===== src/rtl/e_muldiv_ctrl.sv =====
// Iterative 32-bit multiply/divide unit with HI/LO registers and pipeline stall control.
// Signed MULT/DIV support is enabled by defining MULDIV_SIGNED_EN; otherwise every operation is unsigned.
module e_muldiv_ctrl (
  input  logic        i_clk,
  input  logic        i_rst,
  input  logic        i_con_start,
  input  logic [1:0]  i_con_mdop,
  input  logic [31:0] i_data_rs,
  input  logic [31:0] i_data_rt,
  input  logic        i_con_flush,
  input  logic        i_con_hiloread,
  output logic        o_con_busy,
  output logic        o_con_stall,
  output logic        o_con_done,
  output logic        o_con_divzero,
  output logic [31:0] o_data_hi,
  output logic [31:0] o_data_lo
);

  localparam logic [1:0] S_IDLE = 2'd0;
  localparam logic [1:0] S_CALC = 2'd1;
  localparam logic [1:0] S_FIX  = 2'd2;
  localparam logic [1:0] S_DONE = 2'd3;

  logic [1:0]  state_q, state_d;
  logic [4:0]  cnt_q, cnt_d;
  logic        div_q, div_d;
  logic        neg_res_q, neg_res_d;
  logic        neg_rem_q, neg_rem_d;
  logic [31:0] b_q, b_d;
  logic [63:0] acc_q, acc_d;
  logic [31:0] hi_q, hi_d;
  logic [31:0] lo_q, lo_d;
  logic        done_q, done_d;
  logic        divzero_q, divzero_d;

  logic        signed_op;
  logic [31:0] a_mag, b_mag;
  logic [32:0] mul_sum, div_shift, div_diff;
  logic [63:0] mul_next, div_next, prod_fix;
  logic [31:0] quo_fix, rem_fix;

`ifdef MULDIV_SIGNED_EN
  assign signed_op = i_con_mdop[0];
`else
  logic unused_mdop0;
  assign unused_mdop0 = i_con_mdop[0];
  assign signed_op    = 1'b0;
`endif

  always_comb begin
    a_mag = (signed_op && i_data_rs[31]) ? (~i_data_rs + 32'd1) : i_data_rs;
    b_mag = (signed_op && i_data_rt[31]) ? (~i_data_rt + 32'd1) : i_data_rt;

    // acc holds {partial product, multiplier} or {partial remainder, dividend/quotient}
    mul_sum   = {1'b0, acc_q[63:32]} + (acc_q[0] ? {1'b0, b_q} : 33'd0);
    mul_next  = {mul_sum, acc_q[31:1]};
    div_shift = {acc_q[63:32], acc_q[31]};
    div_diff  = div_shift - {1'b0, b_q};
    div_next  = (div_shift >= {1'b0, b_q}) ? {div_diff[31:0], acc_q[30:0], 1'b1}
                                           : {div_shift[31:0], acc_q[30:0], 1'b0};

    prod_fix = neg_res_q ? (~acc_q + 64'd1) : acc_q;
    quo_fix  = neg_res_q ? (~acc_q[31:0] + 32'd1) : acc_q[31:0];
    rem_fix  = neg_rem_q ? (~acc_q[63:32] + 32'd1) : acc_q[63:32];
  end

  always_comb begin
    state_d   = state_q;
    cnt_d     = cnt_q;
    div_d     = div_q;
    neg_res_d = neg_res_q;
    neg_rem_d = neg_rem_q;
    b_d       = b_q;
    acc_d     = acc_q;
    hi_d      = hi_q;
    lo_d      = lo_q;
    done_d    = 1'b0;
    divzero_d = 1'b0;

    case (state_q)
      S_IDLE: begin
        if (i_con_start) begin
          div_d     = i_con_mdop[1];
          neg_res_d = signed_op & (i_data_rs[31] ^ i_data_rt[31]);
          neg_rem_d = signed_op & i_data_rs[31];
          acc_d     = {32'd0, a_mag};
          b_d       = b_mag;
          cnt_d     = 5'd0;
          if (i_con_mdop[1] && (i_data_rt == 32'd0)) begin
            state_d   = S_DONE;
            done_d    = 1'b1;
            divzero_d = 1'b1;
          end else begin
            state_d = S_CALC;
          end
        end
      end
      S_CALC: begin
        acc_d = div_q ? div_next : mul_next;
        cnt_d = cnt_q + 5'd1;
        if (cnt_q == 5'd31) state_d = S_FIX;
      end
      S_FIX: begin
        if (div_q) begin
          hi_d = rem_fix;
          lo_d = quo_fix;
        end else begin
          hi_d = prod_fix[63:32];
          lo_d = prod_fix[31:0];
        end
        done_d  = 1'b1;
        state_d = S_DONE;
      end
      default: state_d = S_IDLE;
    endcase

    // flush wins over both launch and completion; partial results are dropped
    if (i_con_flush) begin
      state_d   = S_IDLE;
      hi_d      = hi_q;
      lo_d      = lo_q;
      done_d    = 1'b0;
      divzero_d = 1'b0;
    end
  end

  always_ff @(posedge i_clk or posedge i_rst) begin
    if (i_rst) begin
      state_q   <= S_IDLE;
      cnt_q     <= 5'd0;
      div_q     <= 1'b0;
      neg_res_q <= 1'b0;
      neg_rem_q <= 1'b0;
      b_q       <= 32'd0;
      acc_q     <= 64'd0;
      hi_q      <= 32'd0;
      lo_q      <= 32'd0;
      done_q    <= 1'b0;
      divzero_q <= 1'b0;
    end else begin
      state_q   <= state_d;
      cnt_q     <= cnt_d;
      div_q     <= div_d;
      neg_res_q <= neg_res_d;
      neg_rem_q <= neg_rem_d;
      b_q       <= b_d;
      acc_q     <= acc_d;
      hi_q      <= hi_d;
      lo_q      <= lo_d;
      done_q    <= done_d;
      divzero_q <= divzero_d;
    end
  end

  assign o_con_busy    = (state_q == S_CALC) || (state_q == S_FIX);
  assign o_con_stall   = i_con_hiloread & o_con_busy;
  assign o_con_done    = done_q;
  assign o_con_divzero = divzero_q;
  assign o_data_hi     = hi_q;
  assign o_data_lo     = lo_q;

endmodule


===== config.mk =====
export PLATFORM = sky130hd
export DESIGN_NAME = e_muldiv_ctrl
export DESIGN_NICKNAME = d
export VERILOG_FILES = /design/src/rtl/e_muldiv_ctrl.sv
export SDC_FILE = /design/constraint.sdc
export NUM_CORES = 1
export LEC_CHECK = 0
export ABC_AREA = 1
export CELL_PAD_IN_SITES_DETAIL_PLACEMENT = 0
export CELL_PAD_IN_SITES_GLOBAL_PLACEMENT = 1
export CORE_UTILIZATION = 41
export DETAILED_ROUTE_END_ITERATION = 6
export PLACE_DENSITY_LB_ADDON = 0.3
export SYNTH_ARGS = -nofsm -noshare
export SYNTH_HDL_FRONTEND = slang
export SYNTH_SLANG_ARGS = --single-unit

===== constraint.sdc =====
create_clock -name i_clk -period 6.3 [get_ports i_clk]
set_input_delay 1.26 -clock i_clk [delete_from_list [all_inputs] [get_ports i_clk]]
set_output_delay 1.26 -clock i_clk [all_outputs]
set_load 0.02 [all_outputs]

Word level (Yosys, flattened, before mapping):

Index checks and enable logic that the tools add are counted.

* output and inout port bits: 68
* bits in registers: 170
* logic and storage cells: 48

* bitwise logic cells: 2
* $lt $le $gt $ge: 1
* mux-type cells: 18
* $add $sub $neg: 3
* reduce and logical (&&, ||, !) cells: 9
* equality and inequality tests: 6

Operator list (number)
* $mux W64: 3
* $pmux W64 S2: 1
* $add A32 B32 Y33: 1
* $ge A33 B32 Y1: 1
* $logic_not A32 Y1: 1
* $mux W32: 1
* $sub A32 B32 Y32: 1
* $pmux W5 S2: 1
* $mux W2: 4
* $reduce_and A2 Y1: 4
* $ne A3 B3 Y1 const B: 2
* $pmux W2 S3: 1
* $add A5 B1 Y5 const B: 1
* $eq A5 B5 Y1 const B: 1
* $mux W1: 5
* $mux W5: 1
* $eq A2 B1 Y1 const B: 1
* $eq A2 B2 Y1 const B: 1
* $logic_not A2 Y1: 1
* $ne A2 B2 Y1 const B: 1
* $pmux W1 S2: 1
* $reduce_bool A2 Y1: 1
* $and A1 B1 Y1: 1
* $logic_and A1 B1 Y1: 1
* 2 further kinds: 2

Logic depth before layout (Yosys ltp):

* depth in word-level cells: 6
* depth in mapped cells: 20
* depth with buffers taken out: 18

Worst setup path before layout:

OpenSTA, ideal clock, no wires.

* path kind: input to output
* start: input i_con_hiloread
* end: output o_con_stall
* path buffers: 0
* setup slack: 3.597 ns
* cell stages on the path: 2
* arrival time: 1.443 ns
* cells stage by stage: nand2_1 inv_1

* word-level cells in the longest chain between the ends: 1

RTL lines
* start, declared: RTL line 11 `input logic i_con_hiloread,`
* $and A1 B1 Y1: RTL line 157 `assign o_con_stall = i_con_hiloread & o_con_busy;`
* end, declared: RTL line 13 `output logic o_con_stall,`

Every way passes these cells.

Worst setup path after layout:

* start: register acc_q[33]
* end: register acc_q[47]

* word-level cells in the longest chain between the ends: 4

RTL lines
* start, declared: RTL line 31 `logic [63:0] acc_q, acc_d;`
* start signal, assigned: RTL line 136 `acc_q <= 64'd0;`
* start signal, assigned: RTL line 148 `acc_q <= acc_d;`
* $sub A32 B32 Y32 or $ge A33 B32 Y1 (tied branches): RTL line 59, 60
* $mux W64: RTL line 60 `div_next = (div_shift >= {1'b0, b_q}) ? {div_diff[31:0], acc_q[30:0], 1'b1}`
* $mux W64 *: RTL line 100 `acc_d = div_q ? div_next : mul_next;`
* $pmux W64 S2 *: RTL line 81 `case (state_q)`

Every way passes the cells marked *; elsewhere a longest branch is shown, timed or not.
A chain may end at the register's enable or synchronous reset.

==> flow_metrics.tcl <==
set metrics [dict create \
    status "complete, no violations" \
    fin_ws_ns 2.32 \
    yosysTopAreaCell "dfrtp_1" \
    cts_sinks 170 \
    grt_pass1_wl_microns 65200 \
    regArea_sq_um 4250 \
    critPathLaunchType "flop" \
    htree_num_levels 4 \
    postCtsSetupRepairBufs 0 \
    num_vias 12637 \
    powerDensity_nw_per_um2 507 \
    finClkSkew_ns 0.0151 \
    cts_tree "done" \
    die-width_microns 178 \
    end_kind "flop" \
    dp_hpwl_microns 32300 \
    cts.path.max_buffers 2 \
    hold_viol_final 0 \
    synth.cells.most_frequent "684 x nand2_1, 352 x inv_1, 170 x dfrtp_1" \
    period_minus_slack_ns 3.98 \
    cp_num_buf_inv 1 \
    wire_per_inst_microns 16.8 \
    tightest_slew_ns 1.31 \
    drt_iter0_markers 748 \
    vdd_drop_max_v 0.000231 \
    io_buffer_count 137 \
    nFillCells 3213 \
    grt_overflow 0 \
    antenna_found_initial 0 \
    slowest_delay_ns 1.12 \
    setup_tns_ns 0 \
    core_area_sq_um 30600 \
    ys_seq_area_share_pct 33.5 \
    gp_congestion 0.890 \
    critical_path_class "reg -> reg" \
    grt_pass1_vias 11825 \
    drive_gt1_share_pct 3.20 \
    finalSetupViolations 0 \
    synthToLayoutAreaGrowth_pct 18.3 \
    relSlewSlack_pct 12.4 \
    period_share_pct 63.2 \
    worst_path_most_repeated_cell "nand2_1" \
    root_buffer "clkbuf_16" \
    cap_violations 0 \
    synth_ff_type "dfrtp_1" \
    synth_edf_count 0 \
    crit_required_ns 6.65 \
    drv_slew 0 \
    clkLatencyLatePin_ns 0.46 \
    synth.ff_latch_count 170 \
    p_clk_share_pct 14.9 \
    power_switching_w 0.00394 \
    yosysUniqueCellTypes 39 \
    grt_usage_pct 27.2 \
    postSynthCellCount 1972 \
    cp_slowest_cell "nor2_2" \
    cts_resized 0 \
    io_pins 139 \
    ys_warn_count 0 \
    cp_cell_sequence "ha_1, nand2_1, nand2_1, nand2_1, nand2_1, nand2_1, nand3_2, nand2_2, nand2_2, nand2_2, nand2_1, nor2_2, buf_4, nand2_1, nand3_1, nand2_1" \
    clkTransAtPathRegs_ns 0.08 \
    rsz0062_at_grt "no" \
    p_comb_share_pct 61.3 \
    holdBufCountCts 0 \
    grt_max_degree 91 \
    n_antenna_cell 0 \
    crit_family "simple AND/OR/NAND/NOR gates" \
    start_util_pct 41.6 \
    sw_frac_of_total_pct 51.6 \
    max_freq_mhz 251 \
    via_per_inst 5.08 \
    numCtsBuffers 17 \
    num_rows 64 \
    drc 0 \
    dieArea_sq_um 31700 \
    synth_most_common_cell "nand2_1" \
    power_leakage_nw 8.03 \
    cp.arrival_ns 4.33 \
    drt_wl_total_microns 41800 \
    syn_nets 2115 \
    dp_slack_ns 2.44 \
    nNetsFinal 2221 \
    multiInputGateArea_sq_um 6860 \
    yosys.area.top_type_share_pct 33.5 \
    synth.area.top_cells "dfrtp_1 33%, nand2_1 20%, inv_1 10%, ha_1 6.9%, o21ai_0 6.4%" \
    ant_nets 0 \
    critPathMaxFanout 22 \
    die_height_microns 178 \
    postSynth.asyncResetShare_pct 100 \
    first_pass_iters 5 \
    avgSynthCellArea_sq_um 6.45 \
    seqPwrFrac_pct 23.8 \
    min-delay-path-class "reg -> reg" \
    synthesis.area_sq_um 12700 \
    p_int_w 0.00369 \
]
==> worst reg2reg max path: cells and delay by family, from the launching register on <==
| family | cells | cell delay, ns |
|---|---|---|
| simple gates | 14 | 2.77 |
| flops | 1 | 0.43 |
| fa+ha+maj | 1 | 0.41 |
| buf+inv | 1 | 0.28 |
==> routing by layer <==
layer	track usage [%]	up-vias	share of wire, %
li1	-	6395	-
met1	36.7	5885	47
met2	44.6	312	46
met3	4.56	45	5.1
met4	7.80	0	2.2
met5	0	-	0
==> path summary, 6_finish.rpt <==
kind                                       to  depth (start not counted)     startpoint  slack (ns)
worst min-delay path            o_data_lo[16]                          2  o_data_lo[16]        0.49
min in group asynchronous       o_data_lo[21]                          2          i_rst        1.29
worst min register to register  o_data_lo[16]                          2  o_data_lo[16]        0.49
max in group asynchronous           acc_q[50]                          3          i_rst        4.03
worst max-delay path                acc_q[47]                         16      acc_q[33]        2.32
worst max register to register      acc_q[47]                         16      acc_q[33]        2.32
==> cell usage in the layout, fill, tap and decap left out, drive strengths merged <==
cell type / Yosys / final
a211oi: 1 / 1
a21boi: 1 / 1
a21o: 1 / 1
a21oi: 100 / 100
a22o: 1 / 1
a22oi: 9 / 9
a31oi: 3 / 3
and2: 4 / 4
buf: 9 / 12
bufinv: 0 / 2
clkbuf: 53 / 18
clkdlybuf4s50: 0 / 137
clkinv: 2 / 4
clkinvlp: 0 / 2
dfrtp: 170 / 170
fa: 2 / 2
ha: 70 / 70
inv: 355 / 363
mux2: 5 / 5
nand2: 688 / 688
nand3: 96 / 96
nand3b: 19 / 19
nand4: 28 / 28
nor2: 117 / 117
nor3: 10 / 10
nor4: 8 / 8
o211ai: 22 / 22
o21a: 2 / 2
o21ai: 163 / 163
o21bai: 6 / 6
o22ai: 1 / 1
xnor2: 16 / 16
xor2: 10 / 10
==> registers in the layout, summed over array words and instances, names as in the netlist, 2 cells and up <==
register / cells
o_data_hi: 32
acc_q: 64
o_data_lo: 32
state_q: 2
cnt_q: 5
b_q: 32
==> stage by stage <==
step | total power (W) | hold slack, ns | utilization, % | instance area (sq um) | cells
2_1_floorplan | 0.00492 | 0.468 | - | 12700 | 1972
3_3_place_gp | 0.00643 | 0.465 | 47.2 | 14400 | 2455
3_5_place_dp | 0.00647 | 0.472 | 47.2 | 14400 | 2455
4_1_cts | 0.00763 | 0.490 | 49.2 | 15000 | 2487
5_1_grt | 0.00830 | 0.509 | 49.2 | 15000 | 2487
6_report | 0.00762 | 0.485 | 49.2 | 15000 | 2487
==> power groups by stage <==
stage / clock (W) / combinational [W] / sequential [W]
floorplan: 0 / 0.00302 / 0.00190
global placement: 0 / 0.00461 / 0.00182
detailed placement: 0 / 0.00464 / 0.00183
CTS: 0.00115 / 0.00467 / 0.00181
global route: 0.00120 / 0.00523 / 0.00187
finish: 0.00114 / 0.00467 / 0.00181
==> layout make-up <==
class,instances,area share (%)
multi-input cells,1383,45.6
well taps,396,3.29
clock inverters,14,1.18
repair buffers,149,9.80
clock buffers,18,2.92
flip-flops and latches,170,28.3
inverters,357,8.94
==> cell families after synthesis <==
logic type	Yosys count	share of synthesized area, %
XOR/XNOR	26	1.79
adder cells (fa/ha/maj)	72	7.20
multiplexers	5	0.443
AND/OR/NAND/NOR	970	31.2
flip-flops	170	33.5
AO/OA/AOI/OAI	310	13.2
buffers and inverters	419	12.7
No activity file was read; power rests on OpenSTA's default activity.
